[src/rtl/dct_frame_sequencer_if.sv]
// Frame sequencer bus: frame handshake, pixel RAM port,
// dct_top feed/return and the tagged coefficient stream.
interface dct_frame_sequencer_if #(
    parameter int ADDR_W = 16,
    parameter int BLK_W  = 10
);
    logic              start;
    logic              busy;
    logic              done;
    logic              mem_rd_en;
    logic [ADDR_W-1:0] mem_addr;
    logic [7:0]        mem_rd_data;
    logic [7:0]        dct_data_in;
    logic              dct_enb;
    logic [11:0]       dct_data_out;
    logic [11:0]       coef_data;
    logic              coef_valid;
    logic [BLK_W-1:0]  coef_blk;
    logic [5:0]        coef_idx;

    modport master (
        input  start,
        input  mem_rd_data,
        input  dct_data_out,
        output busy,
        output done,
        output mem_rd_en,
        output mem_addr,
        output dct_data_in,
        output dct_enb,
        output coef_data,
        output coef_valid,
        output coef_blk,
        output coef_idx
    );

    modport slave (
        output start,
        output mem_rd_data,
        output dct_data_out,
        input  busy,
        input  done,
        input  mem_rd_en,
        input  mem_addr,
        input  dct_data_in,
        input  dct_enb,
        input  coef_data,
        input  coef_valid,
        input  coef_blk,
        input  coef_idx
    );
endinterface

[src/rtl/dct_frame_sequencer.sv]
// Streams a raster image into dct_top in 8x8 block order and
// re-emits its coefficients with valid, block and index tags.
module dct_frame_sequencer #(
    parameter int IMG_W       = 256,
    parameter int IMG_H       = 256,
    parameter int DCT_LATENCY = 147,
    parameter int ADDR_W      = 16,
    parameter int BLK_W       = 10
) (
    input  logic                  clk,
    input  logic                  rst,
    dct_frame_sequencer_if.master bus
);
    localparam int N     = IMG_W * IMG_H;
    localparam int BCOLS = IMG_W / 8;
    localparam int BC_W  = (BCOLS > 1) ? $clog2(BCOLS) : 1;
    localparam int CNT_W = $clog2(N + DCT_LATENCY + 3) + 1;

    localparam logic [CNT_W-1:0] FEED_LAST  = CNT_W'(N - 1);
    localparam logic [CNT_W-1:0] PIX_LAST   = CNT_W'(N);
    localparam logic [CNT_W-1:0] CAP_FIRST  = CNT_W'(DCT_LATENCY + 1);
    localparam logic [CNT_W-1:0] CAP_LAST   = CNT_W'(DCT_LATENCY + N);
    localparam logic [CNT_W-1:0] DRAIN_LAST = CNT_W'(DCT_LATENCY + N + 1);
    localparam logic [BC_W-1:0]  BC_LAST    = BC_W'(BCOLS - 1);

    localparam logic [ADDR_W-1:0] STEP_ROW  = ADDR_W'(IMG_W - 7);
    localparam logic [ADDR_W-1:0] STEP_BLK  = ADDR_W'(7 * IMG_W - 1);

    typedef enum logic [1:0] {
        IDLE,
        FEED,
        DRAIN
    } state_t;

    state_t state_q, state_d;

    logic [CNT_W-1:0]  cyc_q;
    logic [ADDR_W-1:0] addr_q, addr_nxt;
    logic [BC_W-1:0]   bc_q;
    logic              done_q;
    logic [11:0]       coef_data_q;
    logic              coef_valid_q;
    logic [BLK_W-1:0]  coef_blk_q;
    logic [5:0]        coef_idx_q;

    logic       busy;
    logic       feeding;
    logic       capture;
    logic       enb;
    logic       feed_px;
    logic       c_last;
    logic       r_last;
    logic       bc_last;

    // During FEED cyc_q equals the read index k, so its low bits are c and r.
    assign c_last  = cyc_q[2:0] == 3'd7;
    assign r_last  = cyc_q[5:3] == 3'd7;
    assign bc_last = bc_q == BC_LAST;

    assign busy    = state_q != IDLE;
    assign feeding = state_q == FEED && state_d == FEED;
    assign capture = busy && cyc_q >= CAP_FIRST && cyc_q <= CAP_LAST;
    assign enb     = busy && cyc_q >= 1 && cyc_q <= CAP_LAST;
    assign feed_px = busy && cyc_q >= 1 && cyc_q <= PIX_LAST;

    always_comb begin
        state_d = state_q;
        case (state_q)
            IDLE:    if (bus.start) state_d = FEED;
            FEED:    if (cyc_q == FEED_LAST) state_d = DRAIN;
            DRAIN:   if (cyc_q == DRAIN_LAST) state_d = IDLE;
            default: state_d = IDLE;
        endcase
    end

    // Incremental raster address: no multiply in the step path.
    always_comb begin
        addr_nxt = addr_q + 1'b1;
        unique case (1'b1)
            !c_last:                     addr_nxt = addr_q + 1'b1;
            c_last && !r_last:           addr_nxt = addr_q + STEP_ROW;
            c_last && r_last && !bc_last: addr_nxt = addr_q - STEP_BLK;
            c_last && r_last && bc_last:  addr_nxt = addr_q + 1'b1;
            default:                     addr_nxt = addr_q + 1'b1;
        endcase
    end

    always_ff @(posedge clk) begin
        if (rst) begin
            state_q      <= IDLE;
            cyc_q        <= '0;
            addr_q       <= '0;
            bc_q         <= '0;
            done_q       <= 1'b0;
            coef_data_q  <= '0;
            coef_valid_q <= 1'b0;
            coef_blk_q   <= '0;
            coef_idx_q   <= '0;
        end else begin
            state_q <= state_d;
            done_q  <= state_q == DRAIN && state_d == IDLE;

            if (state_q == IDLE) cyc_q <= '0;
            else                 cyc_q <= cyc_q + 1'b1;

            if (feeding) begin
                addr_q <= addr_nxt;
                if (c_last && r_last)
                    bc_q <= bc_last ? '0 : bc_q + 1'b1;
            end else begin
                addr_q <= '0;
                bc_q   <= '0;
            end

            if (capture) begin
                coef_data_q  <= bus.dct_data_out;
                coef_valid_q <= 1'b1;
                if (!coef_valid_q) begin
                    coef_idx_q <= '0;
                    coef_blk_q <= '0;
                end else begin
                    coef_idx_q <= coef_idx_q + 1'b1;
                    if (coef_idx_q == 6'd63)
                        coef_blk_q <= coef_blk_q + 1'b1;
                end
            end else begin
                coef_data_q  <= '0;
                coef_valid_q <= 1'b0;
                coef_idx_q   <= '0;
                coef_blk_q   <= '0;
            end
        end
    end

    assign bus.busy        = busy;
    assign bus.done        = done_q;
    assign bus.mem_rd_en   = state_q == FEED;
    assign bus.mem_addr    = addr_q;
    assign bus.dct_enb     = enb;
    assign bus.dct_data_in = feed_px ? bus.mem_rd_data : 8'd0;
    assign bus.coef_data   = coef_data_q;
    assign bus.coef_valid  = coef_valid_q;
    assign bus.coef_blk    = coef_blk_q;
    assign bus.coef_idx    = coef_idx_q;
endmodule

[src/flat_wrapper.sv]
// flat-port wrapper written by rule: the top's interface ports become plain ports
module dct_frame_sequencer_flat 
#(
    parameter int IMG_W       = 256,
    parameter int IMG_H       = 256,
    parameter int DCT_LATENCY = 147,
    parameter int ADDR_W      = 16,
    parameter int BLK_W       = 10
)
  (clk, rst, bus_start, bus_mem_rd_data, bus_dct_data_out, bus_busy, bus_done, bus_mem_rd_en, bus_mem_addr, bus_dct_data_in, bus_dct_enb, bus_coef_data, bus_coef_valid, bus_coef_blk, bus_coef_idx);
  dct_frame_sequencer_if #(.ADDR_W(ADDR_W), .BLK_W(BLK_W)) bus_i ();
  input  logic clk;
  input  logic rst;
  input wire logic [$bits(bus_i.start)-1:0] bus_start;
  input wire logic [$bits(bus_i.mem_rd_data)-1:0] bus_mem_rd_data;
  input wire logic [$bits(bus_i.dct_data_out)-1:0] bus_dct_data_out;
  output wire logic [$bits(bus_i.busy)-1:0] bus_busy;
  output wire logic [$bits(bus_i.done)-1:0] bus_done;
  output wire logic [$bits(bus_i.mem_rd_en)-1:0] bus_mem_rd_en;
  output wire logic [$bits(bus_i.mem_addr)-1:0] bus_mem_addr;
  output wire logic [$bits(bus_i.dct_data_in)-1:0] bus_dct_data_in;
  output wire logic [$bits(bus_i.dct_enb)-1:0] bus_dct_enb;
  output wire logic [$bits(bus_i.coef_data)-1:0] bus_coef_data;
  output wire logic [$bits(bus_i.coef_valid)-1:0] bus_coef_valid;
  output wire logic [$bits(bus_i.coef_blk)-1:0] bus_coef_blk;
  output wire logic [$bits(bus_i.coef_idx)-1:0] bus_coef_idx;
  assign bus_i.start = bus_start;
  assign bus_i.mem_rd_data = bus_mem_rd_data;
  assign bus_i.dct_data_out = bus_dct_data_out;
  assign bus_busy = bus_i.busy;
  assign bus_done = bus_i.done;
  assign bus_mem_rd_en = bus_i.mem_rd_en;
  assign bus_mem_addr = bus_i.mem_addr;
  assign bus_dct_data_in = bus_i.dct_data_in;
  assign bus_dct_enb = bus_i.dct_enb;
  assign bus_coef_data = bus_i.coef_data;
  assign bus_coef_valid = bus_i.coef_valid;
  assign bus_coef_blk = bus_i.coef_blk;
  assign bus_coef_idx = bus_i.coef_idx;
  dct_frame_sequencer #(.IMG_W(IMG_W), .IMG_H(IMG_H), .DCT_LATENCY(DCT_LATENCY), .ADDR_W(ADDR_W), .BLK_W(BLK_W)) u_core (.clk(clk), .rst(rst), .bus(bus_i));
endmodule
[config.mk]
export PLATFORM = sky130hd
export DESIGN_NAME = dct_frame_sequencer_flat
export DESIGN_NICKNAME = d
export VERILOG_FILES = /design/src/rtl/dct_frame_sequencer_if.sv /design/src/rtl/dct_frame_sequencer.sv /design/src/flat_wrapper.sv
export SDC_FILE = /design/constraint.sdc
export NUM_CORES = 1
export LEC_CHECK = 0
export CAP_MARGIN = 20
export CORE_UTILIZATION = 49
export DETAILED_ROUTE_END_ITERATION = 8
export PLACE_DENSITY = 0.84
export SLEW_MARGIN = 20
export SYNTH_ARGS = -nofsm -noshare
export SYNTH_HDL_FRONTEND = slang
export SYNTH_SLANG_ARGS = --single-unit
[constraint.sdc]
create_clock -name clk -period 4.1 [get_ports clk]
set_input_delay 1.23 -clock clk [delete_from_list [all_inputs] [get_ports clk]]
set_output_delay 1.23 -clock clk [all_outputs]
set_load 0.02 [all_outputs]
==> results of run 1 <==
-- sequential cells by signal (all words and copies together), names as in the netlist --
signal and flops:
u_core.cyc_q 18, u_core.bc_q 5, u_core.bus.coef_data 12, u_core.bus.coef_blk 10, u_core.state_q 2, u_core.bus.coef_valid 1
u_core.bus.done 1, u_core.bus.coef_idx 6, u_core.bus.mem_addr 16
-- cell families after synthesis --
| family | Yosys count |
|---|---|
| fa+ha+maj | 11 |
| flops | 71 |
| simple gates | 198 |
| buf+inv | 34 |
| mux | 3 |
| compound gates | 47 |
| xor+xnor | 45 |
-- critical path, delay by kind of cell, from the launching register on --
kind	cells	cell delay [ps]
flops	1	400
fa+ha+maj	1	190
compound gates	1	460
simple gates	4	650
buf+inv	2	670
-- layer usage --
metal  track usage [%]  up-vias
li1                  -     1549
met1             25.97     1475
met2             37.88       82
met3             4.286       20
met4             12.58        0
met5                 0        -
-- cell usage after synthesis, types with 4 or more instances --
cell | n | area share [%]
a211oi_1 | 4 | 0.86
and3_1 | 9 | 1.6
a21oi_1 | 8 | 1.2
nor3_1 | 11 | 1.6
nand4_1 | 7 | 1.3
and2_1 | 21 | 3.8
nand3_1 | 25 | 3.6
xnor2_1 | 22 | 5.5
buf_2 | 6 | 0.86
inv_1 | 13 | 1.4
nand2_1 | 25 | 2.7
dfxtp_1 | 71 | 41
clkbuf_1 | 13 | 1.4
nor2_1 | 76 | 8.2
or3_1 | 4 | 0.72
ha_1 | 11 | 4.0
o21ai_0 | 5 | 0.72
xor2_1 | 23 | 5.8
-- cell type report --
class | count | area, um^2
clock buffer | 10 | 137.6
fill | 581 | 2242
timing repair buffer | 83 | 838.3
sequential | 71 | 1421
tap | 96 | 120.1
multi-input combinational | 304 | 1952
clock inverter | 6 | 67.56
inverter | 14 | 52.55
-- placed cells by master, fill, tap and decap left out, types with 3 or more instances in the layout --
master / count
a31oi_1: 3
inv_1: 13
dlymetal6s2s_1: 7
dfxtp_1: 71
a21oi_1: 8
and4_1: 3
o2111ai_1: 3
xnor2_1: 22
nand4_1: 7
nand3_1: 25
clkbuf_8: 10
and2_1: 21
and3_1: 9
nor2_1: 76
clkdlybuf4s50_1: 72
o21ai_0: 5
buf_4: 4
xor2_1: 23
a211oi_1: 4
or3_1: 4
nor3_1: 11
ha_1: 11
nand2_1: 25
-- worst min-delay path by stage --
stage	startpoint	endpoint
CTS	u_core.bc_q[4]	u_core.bc_q[4]
finish	u_core.bc_q[4]	u_core.bc_q[4]
detailed placement	u_core.bc_q[4]	u_core.bc_q[4]
global route	u_core.bc_q[4]	u_core.bc_q[4]
global placement	u_core.bus.coef_idx[0]	u_core.bus.coef_idx[0]
floorplan	u_core.state_q[0]	u_core.bus.done
-- power groups by stage --
stage	sequential [W]	clock (W)	combinational, W
after floorplan	0.000712	0	0.0000336
after global placement	0.000711	0	0.0000749
after detailed placement	0.000712	0	0.0000762
after CTS	0.000695	0.000583	0.0000786
after global routing	0.000696	0.000625	0.0000864
final	0.000696	0.000572	0.0000800
-- timing repair --
item                       4_1_cts  5_1_grt
hold endpoints to repair         0        0
gates resized for setup          1       10
pin swaps                        0        1
setup buffers                    0        2
setup endpoints to repair        8        8
-- stage by stage --
| step | instances | setup slack (ps) |
|---|---|---|
| final | 584 | 180.0 |
| after global routing | 584 | 13.51 |
| after floorplan | 409 | 903.7 |
| after detailed placement | 566 | 282.5 |
| after global placement | 566 | 393.1 |
| after CTS | 582 | 43.63 |
==> out/results.txt, run 1 <==
Core ar.: 6832 um^2
CTS sink count: 71
Synth Area in Adders: 3.958%
main combinational cell family by area after synthesis: simple AND/OR/NAND/NOR gates
Die Span Y: 86.24 um
Seq/Total Area, Yosys: 40.88%
total leakage power: 1.762 nW
CTS Buf Count: 9
final setup fails: 0
Total GRT Usage: 22.14%
Syn Nets: 443
Worst path max stage delay: 600 ps
gp weighted congestion: 0.8758
CTS tree: yes
worst hold-check slack: 466.5 ps
hold path cells: 2
Initial DRC Count: 174
MaxCap Viol Count: 0
number of synthesized register bits: 71
proportion of layout cells with a drive suffix above 1: 7.787%
crit share post-route: 95.61%
final max-slew violation count: 0
Reg clk slew, reported paths: 70 ps
HPWL Detailed: 5.414 mm
YS warnings: 0
DRC: 0
Post-synth EDFFs: 0
routed wire length: 7.778 mm
total global routing overflow: 0
ys flop type: dfxtp_1
Power Density: 293.6 nW/um^2
Via Count: 3,126
Max rail drop VDD: 0.1521 mV
worst flop-to-flop path endpoint: u_core.bus.mem_addr[15]
Hold Path Class: reg2reg
RSZ-0062 raised after global routing: no
Int Pwr: 0.001034 W
Startpoint Class: flip-flop
placed cell area: 4320 um^2
Async SR Flop Fraction: 0%
Post-Route Setup TNS: 0 ps
Seq pwr share: 51.6%
Sw Share: 23.24%
via/cell ratio: 5.353
Crit Path Category: reg2out
crit-path max FO: 5
FMAX: 255.1 MHz
multiplexer share of the synthesized area: 1.008%
Worst Setup SP: u_core.cyc_q[0]
Site Rows: 30
clock network fraction of total power: 42.4%
Fin. Hold Viols: 0
cell count of the worst reg-to-reg path: 11
Clk Latency, worst-skew pair: 350 ps
largest net degree at the start of global routing: 20
mean post-synth cell area: 8.501 um^2
quantity of hold-fixing buffers added after cts: 0
Worst Setup End Kind: output port
XOR/XNOR Fraction of Synth Area: 11.34%
post-synthesis simple-gate area fraction: 28.14%
Top Layer Used: met4
starting density of the core: 50.90%
initial antenna violation count: 0
Yosys cell types: 56
crit path time final: 3920 ps
diode count: 0
met3 wire length: 333 um
H-tree depth: 3
Cells after Synth: 409
remaining antenna violation count: 0
combinational share of power: 5.9%
slowest cell on the critical path: clkdlybuf4s50_1
Max-slew headroom: 59.52%
I/O pins: 80
Req. time, crit path: 2870 ps
deepest clock path buffer count: 2
DRT met1 WL: 3.308 mm
die area: 7437 um^2
vias in the first global route: 2,919
WP data arrival: 2690 ps
worst slew pin tran: 607.2 ps
Area growth syn-to-layout: 31.99%
first-pass GRT wire length: 13.00 mm
crit path cell chain: inv_1, ha_1, nor4b_2, nand4_1, nor3_1, a2111oi_4, and2_1, clkdlybuf4s50_1
NetSw: 0.0003131 W
worst r2r src: u_core.cyc_q[0]
Root Driver: clkbuf_8
Layout Nets: 517
post-layout util: 67.18%
die width: 86.24 um
PortBufs: 79
Setup crit end: bus_dct_data_in[3]
Final Power: 0.001347 W
r2r setup slk: 500 ps
metal2 WL: 3.925 mm
Avg WL per Cell: 13.32 um
Synth Cell Area: 3477 um^2
status: completed
Synth Area in Compound Gates: 10.80%
clock skew: 8.658 ps
drt pass-1 iters: 4
Finished Cell Area: 4589 um^2
Note: power is estimated with default switching activity, not from simulation.
==> inputs of run 2 (changes only) <==
--- a/config.mk
+++ b/config.mk
@@ -7,7 +7,9 @@
 export LEC_CHECK = 0
 export CAP_MARGIN = 20
 export CORE_UTILIZATION = 49
+export CTS_CLUSTER_SIZE = 8
 export DETAILED_ROUTE_END_ITERATION = 8
+export GPL_TIMING_DRIVEN = 0
 export PLACE_DENSITY = 0.84
 export SLEW_MARGIN = 20
 export SYNTH_ARGS = -nofsm -noshare
==> run 2 against run 1 <==
  * Flip-flop and latch count unchanged
  * Setup slack better by 1.4 ps
  * Maximum frequency about the same
  * Largest cell class unchanged
  * Highest routed layer unchanged
==> out/results.txt, run 2 (synthesis results as in run 1) <==
first-pass GRT wire length: 13.06 mm
die width: 86.24 um
proportion of layout cells with a drive suffix above 1: 7.341%
DRC: 0
CTS sink count: 71
I/O pins: 80
crit path time final: 3919 ps
die area: 7437 um^2
worst hold-check slack: 474.5 ps
Power Density: 281.9 nW/um^2
Initial DRC Count: 111
Max-slew headroom: 64.39%
via/cell ratio: 5.227
Total GRT Usage: 22.41%
Worst path max stage delay: 600 ps
Max rail drop VDD: 0.2200 mV
worst slew pin tran: 532.2 ps
status: completed
final max-slew violation count: 0
initial antenna violation count: 0
H-tree depth: 3
Seq pwr share: 53.5%
clock network fraction of total power: 40.3%
diode count: 0
crit-path max FO: 7
FMAX: 255.2 MHz
Req. time, crit path: 2870 ps
Hold Path Class: reg2reg
Core ar.: 6832 um^2
combinational share of power: 6.2%
Area growth syn-to-layout: 32.71%
register with the highest flop count: u_core.cyc_q
most frequent cells in the layout: nor2_1 (76), clkdlybuf4s50_1 (73), dfxtp_1 (71)
Root Driver: clkbuf_8
crit path cell chain: inv_1, ha_1, nor4b_2, nand4_1, a2111oi_4, and2_1, clkdlybuf4s50_1
Via Count: 3,136
Reg clk slew, reported paths: 70 ps
Setup WS pre-CTS: 208.1 ps
total leakage power: 1.762 nW
slowest cell on the critical path: clkdlybuf4s50_1
PortBufs: 79
crit share post-route: 95.58%
post-layout util: 67.55%
CTS tree: yes
Clk Latency, worst-skew pair: 340 ps
clock skew: 7.313 ps
deepest clock path buffer count: 2
routed wire length: 7.878 mm
Sw Share: 22.32%
starting density of the core: 50.90%
final setup fails: 0
Die Span Y: 86.24 um
Site Rows: 30
MaxCap Viol Count: 0
remaining antenna violation count: 0
HPWL Detailed: 5.849 mm
RSZ-0062 raised after global routing: no
Fin. Hold Viols: 0
CTS Buf Count: 9
gp weighted congestion: 0.8217
Int Pwr: 0.001011 W
r2r setup slk: 550 ps
commonest non-fill, non-tap cell in the layout: nor2_1
total global routing overflow: 0
WP data arrival: 2690 ps
fin worst setup slack: 181.4 ps
Worst Setup End Kind: output port
Post-Route Setup TNS: 0 ps
Startpoint Class: flip-flop
Layout Nets: 534
vias in the first global route: 2,928
drt pass-1 iters: 4
largest net degree at the start of global routing: 12
NetSw: 0.0002903 W
Avg WL per Cell: 13.13 um
Crit Path Category: reg2out
max FFs per register: 18
quantity of hold-fixing buffers added after cts: 0
## run 2: worst paths after layout
path,to,start,cells after the start
worst max-delay path,bus_dct_data_in[6],u_core.cyc_q[0],7
worst min-delay path,u_core.bus.coef_idx[0],u_core.bus.coef_idx[0],1
worst max register to register,u_core.bus.mem_addr[15],u_core.cyc_q[0],12
worst min register to register,u_core.bus.coef_idx[0],u_core.bus.coef_idx[0],1
## run 2: power groups by stage
stage               clock [W]  sequential [W]  combinational [W]
global route         0.000573        0.000697          0.0000867
floorplan                   0        0.000712          0.0000336
detailed placement          0        0.000712          0.0000779
global placement            0        0.000712          0.0000767
CTS                  0.000537        0.000696          0.0000809
finish               0.000524        0.000696          0.0000804
## run 2: worst max-delay path: cells and delay by family (launching register included)
| family | cells | cell delay [ps] |
|---|---|---|
| fa+ha+maj | 1 | 140 |
| simple gates | 3 | 670 |
| buf+inv | 2 | 660 |
| flops | 1 | 350 |
| compound gates | 1 | 530 |
## run 2: metal layers
metal | GRT usage [%] | share of wire [%] | vias to the layer above
met1 | 24.87 | 42 | 1464
met4 | 9.091 | 1.0 | 0
met3 | 7.238 | 5.5 | 10
met5 | 0 | 0 | -
met2 | 39.61 | 52 | 80
li1 | - | - | 1582
## run 2: repair_timing
action / CTS / global route
hold endpoints to repair: 0 / 0
gates resized for setup: 2 / 7
buffers inserted: 0 / 1
setup endpoints to repair: 8 / 8
pin swaps: 0 / 1
## run 2: metrics by stage
stage          instances   power, W  instance area [um^2]
4_1_cts              599   0.001314                  4586
6_report             600   0.001301                  4614
3_5_place_dp         584  0.0007900                  4388
5_1_grt              600   0.001357                  4614
2_1_floorplan        409  0.0007459                  3477
3_3_place_gp         584  0.0007883                  4388
## run 2: cell type report
type | count | area [um^2]
fill | 567 | 2217
buffer | 20 | 82.58
tap | 96 | 120.1
inverter | 14 | 52.55
clock buffer | 11 | 131.4
multi-input combinational | 304 | 1946
timing repair buffer | 80 | 813.3
sequential | 71 | 1421
clock inverter | 4 | 47.55
